$ cat src/rtl/led_pwm_fader.sv
// rtl/led_pwm_fader.sv - per-channel LED PWM driver with saturating linear fade-in/fade-out
module led_pwm_fader #(
    parameter int CHANNELS = 4,
    parameter int PWM_BITS = 8,
    parameter int STEP     = 32
) (
    input  logic                CLK_12_MHZ,
    input  logic                reset,
    input  logic                step_tick,
    input  logic [CHANNELS-1:0] led_req,
    output logic [CHANNELS-1:0] led_out,
    output logic                busy
);

    localparam logic [PWM_BITS-1:0] MAX    = '1;
    localparam logic [PWM_BITS:0]   STEP_W = (PWM_BITS+1)'(STEP);

    typedef enum logic [1:0] {
        S_OFF,
        S_RISING,
        S_ON,
        S_FALLING
    } state_t;

    logic [CHANNELS-1:0] r_req_q;
    logic [PWM_BITS-1:0] r_pwm_cnt;
    logic [PWM_BITS-1:0] r_level  [CHANNELS];
    logic [PWM_BITS-1:0] r_active [CHANNELS];
    state_t              r_state  [CHANNELS];
    logic [CHANNELS-1:0] r_led_out;
    logic                r_busy;

    logic [PWM_BITS:0]          w_sum        [CHANNELS];
    logic signed [PWM_BITS+1:0] w_diff       [CHANNELS];
    logic [PWM_BITS-1:0]        w_level_next [CHANNELS];
    state_t                     w_state_next [CHANNELS];
    logic [CHANNELS-1:0]        w_led_next;
    logic                       w_busy_next;

    always_comb begin
        w_led_next  = '0;
        w_busy_next = 1'b0;
        for (int i = 0; i < CHANNELS; i++) begin
            w_sum[i]        = {1'b0, r_level[i]} + STEP_W;
            w_diff[i]       = $signed({2'b00, r_level[i]}) - $signed({1'b0, STEP_W});
            w_level_next[i] = r_level[i];
            w_state_next[i] = S_OFF;

            // Carry / sign bit of the widened arithmetic selects the saturation rail.
            if (step_tick) begin
                if (r_req_q[i]) begin
                    w_level_next[i] = w_sum[i][PWM_BITS] ? MAX : w_sum[i][PWM_BITS-1:0];
                end else begin
                    w_level_next[i] = w_diff[i][PWM_BITS+1] ? '0 : w_diff[i][PWM_BITS-1:0];
                end
            end

            if (r_req_q[i]) begin
                w_state_next[i] = (r_level[i] == MAX) ? S_ON : S_RISING;
            end else begin
                w_state_next[i] = (r_level[i] == '0) ? S_OFF : S_FALLING;
            end

            w_led_next[i] = (r_active[i] == MAX) || (r_pwm_cnt < r_active[i]);

            if (r_state[i] == S_RISING || r_state[i] == S_FALLING) begin
                w_busy_next = 1'b1;
            end
        end
    end

    always_ff @(posedge CLK_12_MHZ) begin
        if (reset) begin
            r_req_q   <= '0;
            r_pwm_cnt <= '0;
            r_led_out <= '0;
            r_busy    <= 1'b0;
            for (int i = 0; i < CHANNELS; i++) begin
                r_level[i]  <= '0;
                r_active[i] <= '0;
                r_state[i]  <= S_OFF;
            end
        end else begin
            r_req_q   <= led_req;
            r_pwm_cnt <= r_pwm_cnt + 1'b1;
            r_led_out <= w_led_next;
            r_busy    <= w_busy_next;
            for (int i = 0; i < CHANNELS; i++) begin
                r_level[i] <= w_level_next[i];
                r_state[i] <= w_state_next[i];
                // Duty only changes at the period boundary, using the pre-step level.
                if (r_pwm_cnt == MAX) begin
                    r_active[i] <= r_level[i];
                end
            end
        end
    end

    assign led_out = r_led_out;
    assign busy    = r_busy;

endmodule

$ cat config.mk
export PLATFORM = sky130hd
export DESIGN_NAME = led_pwm_fader
export DESIGN_NICKNAME = d
export VERILOG_FILES = /design/src/rtl/led_pwm_fader.sv
export SDC_FILE = /design/constraint.sdc
export NUM_CORES = 1
export LEC_CHECK = 0
export ABC_AREA = 1
export CAP_MARGIN = 25
export CORE_ASPECT_RATIO = 0.6
export CORE_UTILIZATION = 45
export CTS_CLUSTER_SIZE = 16
export DETAILED_ROUTE_END_ITERATION = 16
export PLACE_DENSITY = 0.72
export SETUP_SLACK_MARGIN = 0.02
export SLEW_MARGIN = 20
export SYNTH_ARGS = -nofsm -noshare
export SYNTH_HDL_FRONTEND = slang
export SYNTH_SLANG_ARGS = --single-unit
$ cat constraint.sdc
create_clock -name CLK_12_MHZ -period 1.8 [get_ports CLK_12_MHZ]
set_clock_uncertainty 0.15 [all_clocks]
set_input_delay 0.36 -clock CLK_12_MHZ [delete_from_list [all_inputs] [get_ports CLK_12_MHZ]]
set_output_delay 0.36 -clock CLK_12_MHZ [all_outputs]
set_load 0.05 [all_outputs]
==> results of run 1 <==
[final cells by class]
class | instances | area (um2) | area share [%]
repair buffers | 23 | 225 | 6.16
inverters | 75 | 282 | 7.71
multi-input cells | 266 | 1670 | 45.7
clock buffers | 8 | 146 | 4.01
well taps | 87 | 109 | 2.98
flip-flops and latches | 53 | 1220 | 33.5
[synthesized netlist by cell type]
library cell,instances
o21a_1,3
inv_2,1
nand3_1,9
nor2_4,12
clkbuf_1,1
ha_1,37
nor2_1,33
inv_1,74
buf_1,2
nor3b_1,1
dfxtp_1,37
a31oi_1,3
nor4_1,1
o21ai_0,32
nor3_1,10
buf_12,1
nand2_1,75
nand3_4,1
a21oi_1,31
nand4_1,5
mux2i_1,1
a211oi_1,1
xor2_1,2
nand2_4,1
nand2_2,1
edfxtp_1,16
xnor2_1,3
buf_2,5
o211ai_1,3
[flip-flops by register name, indices dropped and copies added, names as in the netlist]
signal / count
r_active: 16
r_level: 16
r_pwm_cnt: 8
led_out: 4
r_req_q: 4
r_state: 4
busy: 1
[path summary, 6_finish.rpt]
| check | endpoint | slack (ns) | cells past startpoint |
|---|---|---|---|
| setup / recovery | r_active[3][6]$_SDFFCE_PN0P_ | 0.11 | 10 |
| hold / removal | busy$_SDFF_PP0_ | 0.30 | 2 |
| setup reg to reg | r_active[3][6]$_SDFFCE_PN0P_ | 0.11 | 10 |
| hold reg to reg | busy$_SDFF_PP0_ | 0.30 | 2 |
[power breakdown]
group / internal (mW) / switching (mW)
clock network: 0.556 / 0.422
logic: 0.164 / 0.271
registers: 1.29 / 0.0526
total: 2.01 / 0.745
[what timing repair did]
item / in CTS / in global routing
gates resized for setup: 0 / 11
hold buffers: 0 / 0
setup endpoints to repair: 0 / 20
hold endpoints to repair: 0 / 0
[cells by family (layout without fill, tap and decap cells)]
family	after synthesis	count (layout)	share of synthesized area, %
compound gates	73	73	12.2
xor+xnor	5	5	1.38
fa+ha+maj	37	37	14.6
buf+inv	84	106	10.6
flops	53	53	38.4
mux	1	1	0.315
simple gates	149	150	22.5
[metal layers]
layer	vias to the layer above	part of all wire, %
li1	1341	-
met1	1127	54
met2	35	41
met3	5	3.9
met4	0	0.85
met5	-	0
[critical path: cells and delay by family (launching register included)]
kind / cells / cell delay [ns]
fa+ha+maj: 1 / 0.13
simple gates: 7 / 0.68
flops: 1 / 0.35
buf+inv: 2 / 0.25
[through the flow]
step                      setup slack [ns]  power, mW  hold WS (ns)  utilization [%]
after global placement             0.00869       1.78         0.295             51.2
final                                0.110       2.76         0.299             54.0
after global routing                0.0204       2.90         0.327             54.0
after CTS                           0.0431       2.76         0.306             53.4
after detailed placement           -0.0354       1.80         0.292             51.2
after floorplan                     0.0478       1.67         0.266                -
==> metrics.txt, run 1 <==
status=complete, no violations; GP Congestion=0.870; RSZ-0062 raised after global routing=no; via count=2508; Yosys cell types=29; GR Util met1=26.0%; Slew HR=74.0%; Rows=23; Nets=468; global routing's busiest layer=met2; antenna cells=0; first-pass GRT wire length=10600 um; max cap viols=0; H-tree levels=2; TritonCTS clock tree=built; Critical Path RT=1.81 ns; Leak=1.73 nW; initial core utilization=47.0%; area delta synth->final=15.0%; Yosys top cell by area=dfxtp_1; mean area per synthesized cell=7.91 um2; Post-CTS Setup Bufs=0; Worst setup SP type=register; type of the worst setup path=register to register; Total Die Area=7410 um2; worst-path cell chain=ha_4, nand2_1, inv_2, nand2_4, nor2_4, nand2_2, nor2_4, nand3_4, buf_12, nor2_2; Synth Register Bits=53; Die X-Extent=110 um; layout cells sized above 1=11.5%; Tmin final=1.69 ns; CTS root buffer=clkbuf_16; Worst Hold Class=register to register; CTS sink count=53; Worst setup startpoint=r_pwm_cnt[0]$_SDFF_PP0_; setup violators final=0; met3 Resource Use GR=4.73%; Slew Viols, Final=0; top cells by area, synth=dfxtp_1, edfxtp_1, ha_1; initial antenna violation count=0; Fill cells=624; vias in the first global route=2252; CTS Buffer Depth=2; Final Cycle Share=93.9%; Peak VDD IR=0.000417 V; Setup TNS Final=0 ns; clk_lat worst skew=0.29 ns; post-synthesis sequential area ratio=38.4%; Die Ht=67.1 um; Hold Violations, Final=0; gate count of the mapped netlist=402; yosys warns=0; most common cell after layout, fill and taps aside=inv_1; drt pass-1 iters=4; CP Max Fanout=8; most used cell, CP=nor2_4; Iter 0 DRT Violations=117; number of CTS-inserted buffers=5; Placed Cells=503; Post-Syn Area=3180 um2; Core Area=6760 um2; I/O Buffers=11; top cell type's share of synthesized area=23.3%; origin of the critical flop-to-flop path=r_pwm_cnt[0]$_SDFF_PP0_; Reg clk slew, reported paths=0.07 ns; fmax=592 MHz; Ports=12; CP peak stage delay=0.35 ns; drt drc=0; largest net degree at the start of global routing=25; met2 Usage GRT=26.9%; Slowest cell on crit path=dfxtp_2; Worst setup EP type=register; number of nets still failing antenna checks after routing=0; Via-to-Cell Ratio=4.90; Slew @ Worst Pin=0.390 ns; Placed Area=3460 um2; hold path start=r_state[3][0]$_SDFF_PP0_; fin area=3650 um2; Syn Nets=446; most frequent cells in the layout=inv_1, nand2_1, ha_1; total grt overflow=0; per-cell routed wire length=12.2 um; Worst Path Arrival=1.70 ns; fin cells=512; dpl hpwl=4690 um; Total Wirelength=6230 um; Total Routing Usage GR=18.3%; cell area power density=755 nW/um2
No activity file was read; power rests on OpenSTA's default activity.
==> run 2, diff against run 1 <==
Settings changed: ABC_CLOCK_PERIOD_IN_PS from default to 1800, CTS_BUF_LIST from default to sky130_fd_sc_hd__clkbuf_4 sky130_fd_sc_hd__clkbuf_8.
==> metrics.txt, run 2 (same netlist as run 1, synthesis figures left out) <==
Slew HR=73.8% (-0.14 points); Multi-input gate area=1670 um2 (+0.30%); most frequent cells in the layout=inv_1, nand2_1, ha_1; first-pass GRT wire length=10500 um (-1.0%); Comb pwr share=17.4% (+1.7 points); Sw Ratio=28.0% (+1.0 points); number of nets still failing antenna checks after routing=0 (unchanged); Slew @ Worst Pin=0.392 ns (+0.00210 ns); Hold Violations, Final=0 (unchanged); CTS sink count=53 (unchanged); Core Area=6760 um2 (unchanged); fin area=3610 um2 (-1.2%); Total Routing Usage GR=17.7% (-0.57 points); Via-to-Cell Ratio=4.89 (-0.24%); per-cell routed wire length=11.9 um (-2.5%); fmax=596 MHz (+0.76%); part of the power in registers=53.7% (+4.9 points); Worst setup SP type=register; RSZ-0062 raised after global routing=no; number of CTS-inserted buffers=5 (unchanged); Die Ht=67.1 um (unchanged); GP Congestion=0.870 (unchanged); Reg clk slew, reported paths=0.09 ns (+0.02 ns); Clk network pwr share=28.9% (-6.5 points); Reg area=1220 um2 (unchanged); final setup margin=0.123 ns (+0.0128 ns); total grt overflow=0 (unchanged); Nets=468 (unchanged); Worst Path Arrival=1.70 ns (about the same); Worst Hold Class=register to register; Final Cycle Share=93.2% (-0.71 points); largest net degree at the start of global routing=25 (unchanged); Psw=702 uW (-5.8%); Rows=23 (unchanged); vias in the first global route=2271 (+0.84%); CTS Hold Buffers Added=0 (unchanged); drt drc=0 (unchanged); P_int=1.80 mW (-11%); Worst setup EP type=register; Post-CTS Setup Bufs=0 (unchanged); Critical Path RT=1.82 ns (about the same); via count=2502 (-0.24%); Iter 0 DRT Violations=148 (+26%); Placed Area=3460 um2 (unchanged); Fill cells=629 (+0.80%); CTS root buffer=clkbuf_8; I/O Buffers=11 (unchanged); area delta synth->final=13.6%; Tmin final=1.68 ns (-0.0128 ns); initial core utilization=47.0% (unchanged); dpl hpwl=4690 um (unchanged); CP Max Fanout=8 (unchanged); Total Wirelength=6070 um (-2.5%); Leak=1.71 nW (-1.0%); Die X-Extent=110 um (unchanged); drt pass-1 iters=6 (+2); status=complete, no violations; layout cells sized above 1=12.5% (+0.94 points); pre-CTS setup slack=-0.0354 ns (unchanged); antenna cells=0 (unchanged); H-tree levels=2 (unchanged); Slew Viols, Final=0 (unchanged); Peak VDD IR=0.000329 V (-21%); TritonCTS clock tree=built; Ports=12 (unchanged); setup violators final=0 (unchanged); Total Die Area=7410 um2 (unchanged); cell area power density=694 nW/um2 (-8.1%); max cap viols=0 (unchanged); type of the worst setup path=register to register; most common cell after layout, fill and taps aside=inv_1; CTS Buffer Depth=2 (unchanged); clk_lat worst skew=0.31 ns (+0.02 ns); initial antenna violation count=0 (unchanged); Top Registers=r_active: 16 flops, r_level: 16 flops, r_pwm_cnt: 8 flops
run 2: cell types whose count changed in the layout (fill, tap and decap cells not counted):
cell and change:
clkbuf_16 -5, clkbuf_4 +2, clkbuf_8 +5, clkbuf_1 -2
nor2_2 +1, nor2_1 -1, nand2_2 +1, nand2_1 -1
run 2: repair_timing:
action	in CTS	in global routing
gates resized for setup	0	13
hold endpoints to repair	0	0
endpoints found under the setup margin	0	25
run 2: stage by stage:
stage	hold WS [ns]	total power [mW]	setup TNS, ns	std cells	utilization [%]
3_3_place_gp	0.295	1.78	0	503	51.2
5_1_grt	0.333	2.65	0	512	53.4
4_1_cts	0.312	2.51	0	511	52.7
6_report	0.303	2.50	0	512	53.4
3_5_place_dp	0.292	1.80	-0.0354	503	51.2
2_1_floorplan	0.266	1.67	0	402	-
run 2: critical path: stages, from the launching register on:
cell	delay, ns
dfxtp_2	0.36
ha_4	0.14
nand2_2	0.04
inv_2	0.07
nand2_4	0.06
nor2_4	0.09
nand2_2	0.07
nor2_4	0.19
nand3_4	0.13
buf_12	0.18
nor2_2	0.07
run 2: final cells by class:
cell class	count	share of cell area, %
clock buffer	8	2.70
multi-input combinational	266	46.3
inverter	75	7.80
tap	87	3.02
sequential	53	33.9
timing repair buffer	23	6.24
run 2: worst paths after layout:
check / slack, ns / from / endpoint / depth (start not counted)
min: 0.30 / r_state[3][0]$_SDFF_PP0_ / busy$_SDFF_PP0_ / 2
max: 0.12 / r_pwm_cnt[0]$_SDFF_PP0_ / r_active[3][6]$_SDFFCE_PN0P_ / 10
min reg2reg: 0.30 / r_state[3][0]$_SDFF_PP0_ / busy$_SDFF_PP0_ / 2
max reg2reg: 0.12 / r_pwm_cnt[0]$_SDFF_PP0_ / r_active[3][6]$_SDFFCE_PN0P_ / 10
run 2: power groups by stage:
stage                     sequential, mW  combinational [mW]  clock [mW]
after floorplan                     1.39               0.283           0
after global placement              1.37               0.413           0
after detailed placement            1.37               0.426           0
after CTS                           1.34               0.430       0.739
after global routing                1.36               0.500       0.791
final                               1.35               0.435       0.723
run 2: layer usage:
layer	vias to the layer above	global-route usage (%)	routed length [um]
li1	1337	-	-
met1	1118	25.8	3280
met2	44	26.9	2520
met3	3	3.37	241
met4	0	4.33	25
met5	-	0	0
==> run 3, diff against run 2 <==
Settings changed: ABC_CLOCK_PERIOD_IN_PS 1800 to 1550, DONT_BUFFER_PORTS from default to 1, PLACE_DENSITY 0.72 to 0.68.
Clock period 1.8 ns to 1.55 ns, I/O delays scaled along.
==> metrics.txt, run 3 (same netlist as run 1, synthesis figures left out) <==
Comb pwr share=17.6% (+0.2 points); Core Area=6760 um2 (unchanged); Worst setup EP type=register; largest net degree at the start of global routing=21 (-16%); layout cells sized above 1=26.0% (+14 points); CP delay by family, top=simple AND/OR/NAND/NOR gates; dpl hpwl=4760 um (+1.4%); fmax=583 MHz (-2.2%); Design Power=3.10 mW (+24%); CP peak stage delay=0.36 ns (about the same); Slew Viols, Final=0 (unchanged); status=finished, violations left; Top Registers=r_active: 16 flops, r_level: 16 flops, r_pwm_cnt: 8 flops; Nets=485 (+3.6%); Clk network pwr share=30.8% (+1.9 points); max cap viols=0 (unchanged); CTS Buffer Depth=2 (unchanged); GP Congestion=0.829 (-4.7%); initial antenna violation count=0 (unchanged); cell area power density=764 nW/um2 (+10%); drt drc=0 (unchanged); initial core utilization=47.0% (unchanged); part of the power in registers=51.6% (-2.1 points); vias in the first global route=2531 (+11%); P_int=2.22 mW (+23%); Psw=886 uW (+26%); Final Cycle Share=111% (+17 points); Critical Path RT=1.58 ns (-0.24 ns); drt pass-1 iters=4 (-2); Slowest cell on crit path=dfxtp_2; most used cell, CP=nor2_4; RSZ-0062 raised after global routing=yes; type of the worst setup path=register to register; total grt overflow=0 (unchanged); Worst Hold Class=input port to register; Setup TNS Final=-4.45 ns (-4.45 ns); number of CTS-inserted buffers=5 (unchanged); Total Wirelength=7170 um (+18%); first-pass GRT wire length=11300 um (+7.5%); Worst setup SP type=register; Iter 0 DRT Violations=164 (+11%); Worst Path Arrival=1.75 ns (+0.05 ns); most common cell after layout, fill and taps aside=inv_1; TritonCTS clock tree=built; Sw Ratio=28.6% (+0.53 points); Total Die Area=7410 um2 (unchanged); Total Routing Usage GR=19.5% (+1.7 points); Die X-Extent=110 um (unchanged); Leak=1.82 nW (+6.6%); number of nets still failing antenna checks after routing=0 (unchanged); H-tree levels=2 (unchanged); failing checks=negative setup slack; most frequent cells in the layout=inv_1, nand2_1, o21ai_0; worst-path cell chain=ha_4, nand2_2, inv_2, nand2_4, nor2_4, nand2_2, nor2_4, buf_6, nand3_4, buf_16, nor2_4; Reg clk slew, reported paths=0.10 ns (about the same); Hold Violations, Final=0 (unchanged); Die Ht=67.1 um (unchanged); final setup margin=-0.165 ns (-0.288 ns); CP bufs+invs=3 (+1); clk_lat worst skew=0.31 ns (about the same); Peak VDD IR=0.000459 V (+39%); antenna cells=0 (unchanged); Ports=12 (unchanged); CP Max Fanout=8 (unchanged); area delta synth->final=27.8%; CTS sink count=53 (unchanged); Via-to-Cell Ratio=5.09 (+4.1%); CTS root buffer=clkbuf_8; Tmin final=1.72 ns (+0.0375 ns); Slew HR=28.4% (-45 points); per-cell routed wire length=13.6 um (+14%); via count=2690 (+7.5%); I/O Buffers=0 (-11); Rows=23 (unchanged); setup violators final=34 (+34); Slew @ Worst Pin=1.07 ns (+0.682 ns)
-- run 3: cell type report --
class                           count  area, um2
Clock buffer                        5       68.8
Clock inverter                      3       40.0
Fill cell                         574       2700
Inverter                           75        282
Multi-Input combinational cell    266       1920
Sequential cell                    53       1240
Tap cell                           87        109
Timing Repair Buffer               40        395
-- run 3: worst paths after layout --
path	start	end	slack [ns]	depth (start not counted)
setup / recovery	r_pwm_cnt[0]$_SDFF_PP0_	r_active[0][5]$_SDFFCE_PN0P_	-0.17	11
hold / removal	reset	r_level[3][6]$_SDFFE_PP0P_	0.008	3
setup reg to reg	r_pwm_cnt[0]$_SDFF_PP0_	r_active[0][5]$_SDFFCE_PN0P_	-0.17	11
hold reg to reg	r_state[3][0]$_SDFF_PP0_	busy$_SDFF_PP0_	0.31	2
-- run 3: worst reg2reg max path: cells and delay by family (launching register included) --
family	cells	cell delay (ns)
and+or+nand+nor	7	0.56
adders and majority gates	1	0.14
buffers and inverters	3	0.38
DFF	1	0.36
-- run 3: routing by layer --
layer,wire length [um],vias up,track usage [%],part of all wire (%)
met2,3240,59,33.1,45
met4,64,0,4.67,0.89
met1,3560,1247,25.5,50
met3,309,8,4.19,4.3
li1,-,1376,-,-
met5,0,-,0,0
-- run 3: power by group through the flow --
stage	Combinational, mW	Sequential, mW	Clock (mW)
4_1_cts	0.463	1.60	0.973
2_1_floorplan	0.330	1.62	0
3_5_place_dp	0.424	1.63	0
5_1_grt	0.617	1.61	1.02
6_report	0.545	1.60	0.956
3_3_place_gp	0.410	1.63	0
-- run 3: through the flow --
step	utilization [%]	setup WS, ns	hold WS, ns	instance area, um2	instances
final	60.0	-0.165	0.00776	4060	529
after global routing	60.0	-0.255	0.0113	4060	529
after detailed placement	51.1	-0.130	0.226	3460	503
after global placement	51.1	-0.0742	0.225	3460	503
after CTS	55.2	-0.133	0.00237	3730	523
after floorplan	-	-0.110	0.266	3210	402
-- run 3: what timing repair did --
| item | 4_1_cts | 5_1_grt |
|---|---|---|
| endpoints found under the setup margin | 35 | 55 |
| hold buffers | 8 | 0 |
| cloned | 1 | 1 |
| endpoints found under the hold margin | 25 | 0 |
| gates resized for setup | 11 | 60 |
| pin swaps | 5 | 25 |
| setup buffers | 3 | 5 |
